--- src/rtl/apb3_master_arbiter.sv ---
// Round-robin arbiter that lets N_REQ valid/ready requesters share one APB3
// master port, sequencing SETUP/ACCESS and returning a one-cycle completion.
`timescale 1ns/1ps
module apb3_master_arbiter #(
    parameter int unsigned N_REQ      = 2,
    parameter int unsigned ADDR_WIDTH = 32,
    parameter int unsigned DATA_WIDTH = 32,
    parameter int unsigned TIMEOUT    = 0
) (
    input  logic                        clk,
    input  logic                        arst_n,
    input  logic [N_REQ-1:0]            req_valid,
    output logic [N_REQ-1:0]            req_ready,
    input  logic [N_REQ-1:0]            req_write,
    input  logic [N_REQ*ADDR_WIDTH-1:0] req_addr,
    input  logic [N_REQ*DATA_WIDTH-1:0] req_wdata,
    output logic [N_REQ-1:0]            rsp_valid,
    output logic [DATA_WIDTH-1:0]       rsp_rdata,
    output logic                        rsp_err,
    output logic                        PSEL,
    output logic                        PENABLE,
    output logic                        PWRITE,
    output logic [ADDR_WIDTH-1:0]       PADDR,
    output logic [DATA_WIDTH-1:0]       PWDATA,
    input  logic [DATA_WIDTH-1:0]       PRDATA,
    input  logic                        PREADY,
    input  logic                        PSLVERR
);

    localparam int unsigned IDX_W = (N_REQ > 1) ? $clog2(N_REQ) : 1;
    localparam int unsigned CNT_W = (TIMEOUT > 0) ? $clog2(TIMEOUT + 1) : 1;
    localparam logic [IDX_W-1:0] LAST_RST = IDX_W'(N_REQ - 1);
    localparam logic [CNT_W-1:0] CNT_LAST = CNT_W'((TIMEOUT > 0) ? TIMEOUT - 1 : 0);
    localparam logic [CNT_W-1:0] CNT_MAX  = '1;

    typedef enum logic [1:0] {
        IDLE   = 2'd0,
        SETUP  = 2'd1,
        ACCESS = 2'd2
    } state_t;

    state_t                  state;
    state_t                  state_nxt;
    logic [IDX_W-1:0]        last;
    logic [IDX_W-1:0]        last_nxt;
    logic [CNT_W-1:0]        cnt;
    logic [CNT_W-1:0]        cnt_nxt;

    logic                    lo_found;
    logic                    hi_found;
    logic [IDX_W-1:0]        lo_idx;
    logic [IDX_W-1:0]        hi_idx;
    logic                    g_found;
    logic [IDX_W-1:0]        g_idx;
    logic [N_REQ-1:0]        grant;

    logic                    sel_write;
    logic [ADDR_WIDTH-1:0]   sel_addr;
    logic [DATA_WIDTH-1:0]   sel_wdata;

    logic                    handshake;
    logic                    timeout_hit;
    logic                    access_done;

    logic                    psel_nxt;
    logic                    penable_nxt;
    logic                    pwrite_nxt;
    logic [ADDR_WIDTH-1:0]   paddr_nxt;
    logic [DATA_WIDTH-1:0]   pwdata_nxt;
    logic [N_REQ-1:0]        rsp_valid_nxt;
    logic [DATA_WIDTH-1:0]   rsp_rdata_nxt;
    logic                    rsp_err_nxt;

    // Round-robin pick: lowest valid index above last, else lowest valid overall.
    always_comb begin
        lo_found = 1'b0;
        hi_found = 1'b0;
        lo_idx   = '0;
        hi_idx   = '0;
        for (int i = N_REQ - 1; i >= 0; i--) begin
            if (req_valid[i]) begin
                lo_found = 1'b1;
                lo_idx   = IDX_W'(i);
            end
            if (req_valid[i] && (IDX_W'(i) > last)) begin
                hi_found = 1'b1;
                hi_idx   = IDX_W'(i);
            end
        end
        g_found = lo_found;
        g_idx   = hi_found ? hi_idx : lo_idx;
    end

    assign grant     = g_found ? (N_REQ'(1) << g_idx) : '0;
    assign req_ready = (arst_n && (state == IDLE)) ? grant : '0;
    assign handshake = (state == IDLE) && g_found;

    // Command fields of the granted requester.
    always_comb begin
        sel_write = 1'b0;
        sel_addr  = '0;
        sel_wdata = '0;
        for (int i = 0; i < N_REQ; i++) begin
            if (IDX_W'(i) == g_idx) begin
                sel_write = req_write[i];
                sel_addr  = req_addr[i*ADDR_WIDTH +: ADDR_WIDTH];
                sel_wdata = req_wdata[i*DATA_WIDTH +: DATA_WIDTH];
            end
        end
    end

    assign timeout_hit = (TIMEOUT > 0) && (state == ACCESS) && !PREADY && (cnt == CNT_LAST);
    assign access_done = (state == ACCESS) && (PREADY || timeout_hit);

    always_ff @(posedge clk or negedge arst_n) begin
        if (!arst_n) begin
            state <= IDLE;
            last  <= LAST_RST;
            cnt   <= '0;
        end else begin
            state <= state_nxt;
            last  <= last_nxt;
            cnt   <= cnt_nxt;
        end
    end

    always_comb begin
        state_nxt = state;
        case (state)
            IDLE:    if (handshake) state_nxt = SETUP;
            SETUP:   state_nxt = ACCESS;
            ACCESS:  if (access_done) state_nxt = IDLE;
            default: state_nxt = IDLE;
        endcase
    end

    // Next values of the registered bus and response outputs.
    always_comb begin
        psel_nxt      = 1'b0;
        penable_nxt   = 1'b0;
        pwrite_nxt    = 1'b0;
        paddr_nxt     = '0;
        pwdata_nxt    = '0;
        rsp_valid_nxt = '0;
        rsp_rdata_nxt = '0;
        rsp_err_nxt   = 1'b0;
        last_nxt      = last;
        cnt_nxt       = cnt;
        case (state)
            IDLE: begin
                if (handshake) begin
                    psel_nxt   = 1'b1;
                    pwrite_nxt = sel_write;
                    paddr_nxt  = sel_addr;
                    pwdata_nxt = sel_wdata;
                    last_nxt   = g_idx;
                    cnt_nxt    = '0;
                end
            end
            SETUP: begin
                psel_nxt    = 1'b1;
                penable_nxt = 1'b1;
                pwrite_nxt  = PWRITE;
                paddr_nxt   = PADDR;
                pwdata_nxt  = PWDATA;
            end
            ACCESS: begin
                if (access_done) begin
                    rsp_valid_nxt = N_REQ'(1) << last;
                    rsp_rdata_nxt = (PREADY && !PWRITE) ? PRDATA : '0;
                    rsp_err_nxt   = PREADY ? PSLVERR : 1'b1;
                end else begin
                    psel_nxt    = 1'b1;
                    penable_nxt = 1'b1;
                    pwrite_nxt  = PWRITE;
                    paddr_nxt   = PADDR;
                    pwdata_nxt  = PWDATA;
                    if (cnt != CNT_MAX) cnt_nxt = cnt + CNT_W'(1);
                end
            end
            default: ;
        endcase
    end

    always_ff @(posedge clk or negedge arst_n) begin
        if (!arst_n) begin
            PSEL      <= 1'b0;
            PENABLE   <= 1'b0;
            PWRITE    <= 1'b0;
            PADDR     <= '0;
            PWDATA    <= '0;
            rsp_valid <= '0;
            rsp_rdata <= '0;
            rsp_err   <= 1'b0;
        end else begin
            PSEL      <= psel_nxt;
            PENABLE   <= penable_nxt;
            PWRITE    <= pwrite_nxt;
            PADDR     <= paddr_nxt;
            PWDATA    <= pwdata_nxt;
            rsp_valid <= rsp_valid_nxt;
            rsp_rdata <= rsp_rdata_nxt;
            rsp_err   <= rsp_err_nxt;
        end
    end

endmodule

--- config.mk ---
export PLATFORM = sky130hd
export DESIGN_NAME = apb3_master_arbiter
export DESIGN_NICKNAME = d
export VERILOG_FILES = /design/src/rtl/apb3_master_arbiter.sv
export SDC_FILE = /design/constraint.sdc
export NUM_CORES = 1
export LEC_CHECK = 0
export ABC_AREA = 1
export CAP_MARGIN = 10
export CORE_ASPECT_RATIO = 1.5
export CORE_MARGIN = 2
export CORE_UTILIZATION = 42
export CTS_BUF_LIST = sky130_fd_sc_hd__clkbuf_16
export CTS_CLUSTER_SIZE = 10
export DETAILED_ROUTE_END_ITERATION = 16
export PLACE_DENSITY = 0.87
export SYNTH_ARGS = -nofsm -noshare
export SYNTH_HDL_FRONTEND = slang
export SYNTH_SLANG_ARGS = --single-unit
--- constraint.sdc ---
create_clock -name clk -period 4.6 [get_ports clk]
set_clock_uncertainty 0.15 [all_clocks]
set_input_delay 1.38 -clock clk [delete_from_list [all_inputs] [get_ports clk]]
set_output_delay 1.38 -clock clk [all_outputs]
set_load 0.05 [all_outputs]
-- Word-level counts from Yosys, hierarchy flattened
Index checks and enable logic that the tools add are counted.
- flip-flop bits (word level): 105
- input port bits: 168
- output and inout port bits: 104
- logic and storage cells: 65
- order comparisons: 2
- eq/ne operators: 4
- shift-type cells: 2
- muxes and demuxes: 35
- bitwise operators: 1
- reductions and logical operators: 11
- operators by type and width (operator ; count):
    32-bit two-way mux ; 8
    32-bit case mux with 3 select lines ; 2
    1-bit two-way mux ; 15
    2-bit two-way mux ; 6
    1-bit logical AND ; 6
    1-bit case mux with 3 select lines ; 2
    2-bit case mux with 3 select lines ; 1
    2-bit AND reduction ; 3
    2-bit inequality test, second input constant ; 2
    1-bit by 1-bit left shift with 2-bit output, first input constant ; 2
    2-bit by 1-bit equality test with 1-bit output, second input constant ; 1
    2-bit equality test, second input constant ; 1
    1-bit greater-than comparator, first input constant ; 2
    2-bit zero test ; 1
    1-bit case mux with 2 select lines ; 1
    1-bit zero test ; 1
    1-bit inverter ; 1

-- Depth between registers and ports, before layout
- depth after elaboration: 8
- gate-level depth with buffers: 10
- gate-level depth less buffers: 8

-- Worst setup path before layout
Ideal clock, no wire load.
- path type: input to output
- start point: input req_valid[0]
- end point: output req_ready[0]
- arrival time: 2.982 ns
- data required time: 3.070 ns
- path slack: 0.088 ns
- cell stages on the path: 6
- path buffers: 2
- cell sequence: nand2_1 -> nand2_1 -> buf_4 -> buf_2 -> nand2_1 -> nor3_1
- word-level cells in the longest chain between the ends: 6
- elaborated cells on any way between the ends: 9
- classes of those cells: shift (1); mux (7); reduce/logical (1)
- ends and longest elaborated chain (item ; line ; source):
    from (decl) ; 12 ; input logic [N_REQ-1:0] req_valid,
    1-bit logical AND ; 85 ; if (req_valid[i] && (IDX_W'(i) > last)) begin
    1-bit two-way mux ; 85 ;
    1-bit two-way mux ; 91 ; g_idx = hi_found ? hi_idx : lo_idx;
    1-bit by 1-bit left shift with 2-bit output ; 94 ; assign grant = g_found ? (N_REQ'(1) << g_idx) : '0;
    2-bit two-way mux * ; 94 ;
    2-bit two-way mux * ; 95 ; assign req_ready = (arst_n && (state == IDLE)) ? grant : '0;
    to (decl) ; 13 ; output logic [N_REQ-1:0] req_ready,
Every way passes the cells marked *; elsewhere a longest branch is shown, timed or not.

-- Worst setup path after layout
Ends and elaborated chain as after synthesis.

==> impl_metrics.ini <==
[cts]
post_cts.repair.setup_buffers = 0
cts_buffer_depth = 2
root_buffer = clkbuf_16
cts_tree = yes
cts-htree-levels = 3
clk_pin_slew_worst_paths_ps = 70
cts_inserted_buffers = 9
hold_buffers = 0
numClockSinks = 105
cts_resized = 0
clk_latency_ps = 350

[layout]
diodes = 0
syn2layout_area_growth_pct = 64.0
final_core_util = 0.699
fin_cells = 1054
drive_gt1_frac = 0.0420
nFillCells = 894
layout.nets = 1072

[route]
drtAntennaViolNets = 0
viasPerCell = 4.66
vias = 4910
drt_first_iter_violations = 180
post_drt_wl_per_cell_um = 14.9
routed_wl_um = 15800
drc = 0
drt_pass1_iterations = 4

[power_and_ir_drop]
p_leak_nw = 4.14
max-vdd-ir-drop_v = 0.000274
p_per_area_nw_per_um2 = 523
switching_share = 0.468
clockPowerShare = 0.178
p_seq_frac = 0.306
p_sw_mw = 1.94
p_comb_frac = 0.516
intPower_mw = 2.21

[die]
start_util = 0.426
die_w_um = 91.6
core-area_sq_um = 11400
dieHeight_um = 135
io_pins = 272
fp.dieArea_sq_um = 12400
placement_rows = 48

[synth]
syn_area_sq_um = 4840
synthMostInstantiatedCell = nand2_1
yosysSeqAreaShare = 0.543
ys_warn_count = 0
synthTopCellsByCount = nand2_1, dfrtp_1, nand3_1
synth_async_sr_flop_share = 1.00
synth_top_area_cell = dfrtp_1
avgSynthCellArea_sq_um = 7.50
yosys.cell_types.count = 16
synth_fp_nets = 818
ys_ff_latch = 105
synth_top_area_share = 0.538
synth_flop_cell = dfrtp_1
synthCells = 645
synthTopCellsByArea = dfrtp_1, nand2_1, nand3_1
synth-edff-count = 0

[status]
status = finished, final reports clean

[sta]
worst_pin_slew_ps = 707
layout_setup_ws_ps = 464
fin_hold_ws_ps = 328
min_period_over_period = 0.899
min_period_ps = 4140
hold_viol_final = 0
setup-tns-final_ps = 0
timing.slew.headroom = 0.528
timing.fmax_ghz = 0.242
setup_viol = 0
drv_slew = 0
rsz0062_at_grt = false

[place]
pre_cts_ws_ps = 472
hpwl_um = 11500
io_buffer_count = 271
globalplace.congestion = 0.873
placed_cells = 1038

[worst_setup_path]
required_ps = 3070
rr_endpoint = PWDATA[18]
cp_cell_sequence = clkdlybuf4s50_1 > nand2_2 > nand2_2 > nand2_1 > nor3_1 > buf_12
r2r_setup_slack_ps = 2540
crit_cells = 6
cpMaxStageDelayCell = clkdlybuf4s50_1
critical_path.max_stage_delay_ps = 490
crit_type = input pin to output pin
crit_path_start_kind = input pin
r2r_start = state[0]
r2r_cells = 9
end_kind = output pin
critical_path_buf_inv_count = 2
cp_data_arrival_time_ps = 2610
path_delay_family = buffers and inverters
crit_top_cell = nand2_2
crit_fanout = 8

[min_path]
hp-class = register to register
min_to = PADDR[6]
hp-start = PADDR[6]
hold-path-cell-count = 2

[global_routing]
first_global_vias = 5060
grt_pass1_wl_um = 24800
grt_usage = 0.256
grt-ovfl-total = 0
grt_max_degree = 66
antenna_found_initial = 0

[flow_run]
cap_violations = 0
registers in the layout (all words and copies together), names as in the netlist:
name	flops
rsp_err	1
PSEL	1
rsp_rdata	32
last	1
PENABLE	1
rsp_valid	2
PADDR	32
PWDATA	32
PWRITE	1
state	2
stage by stage:
stage          power [mW]  area (sq um)
2_1_floorplan        2.62          4840
3_3_place_gp         3.40          7650
3_5_place_dp         3.44          7650
4_1_cts              4.18          7940
5_1_grt              4.37          7940
6_report             4.15          7940
power by group through the flow:
stage,logic (mW),registers [mW],clock network [mW]
final,2.14,1.27,0.740
after CTS,2.15,1.27,0.756
after global placement,2.12,1.28,0
after global routing,2.28,1.30,0.791
after detailed placement,2.15,1.29,0
after floorplan,0.576,2.04,0
tightest hold or removal path, stage by stage, from the launching register on:
cell and delay [ps]:
dfrtp_1 340, nand2_1 50, nand2_1 50
cell families after synthesis:
group,Yosys count,share of synthesized area
compound gates,3,0.00310
fa+ha+maj,5,0.0129
buf+inv,84,0.0752
flops,105,0.543
simple gates,448,0.366
layout by cell type, fill, tap and decap left out:
master	instances
inv_2	2
inv_1	43
nand2_1	337
dfrtp_1	104
nor2_4	1
buf_12	2
dfstp_2	1
inv_6	3
nand3_1	66
or2_2	1
nor3_1	2
nor2_1	39
a21oi_1	1
clkdlybuf4s50_1	267
buf_2	1
clkbuf_16	9
o21ai_0	2
ha_1	5
nand2_2	2
inv_8	1
clkinvlp_4	3
buf_4	12
how the worst max path moves through the flow:
| stage | startpoint | end | slack, ps |
|---|---|---|---|
| 2_1_floorplan | req_valid[0] | req_ready[0] | 90 |
| 3_3_place_gp | req_valid[0] | req_ready[0] | 500 |
| 3_5_place_dp | req_valid[0] | req_ready[0] | 470 |
| 4_1_cts | req_valid[0] | req_ready[0] | 470 |
| 5_1_grt | req_valid[0] | req_ready[0] | 410 |
| 6_report | req_valid[0] | req_ready[0] | 460 |
final cells by class:
| cell class | count | area [sq um] | area share |
|---|---|---|---|
| clock buffer | 9 | 225 | 0.0284 |
| clock inverter | 7 | 60.1 | 0.00757 |
| inverter | 45 | 169 | 0.0213 |
| multi-input combinational | 456 | 1860 | 0.234 |
| sequential | 105 | 2630 | 0.331 |
| tap | 150 | 188 | 0.0236 |
| timing repair buffer | 282 | 2810 | 0.354 |
routing by layer:
metal / track usage / wire, um / vias to the layer above
met3: 0.0740 / 1140 / 37
met1: 0.267 / 5670 / 2237
met4: 0.125 / 528 / 0
met5: 0 / 0 / -
met2: 0.467 / 8420 / 191
li1: - / - / 2445
Power figures use the tool's default switching activity.
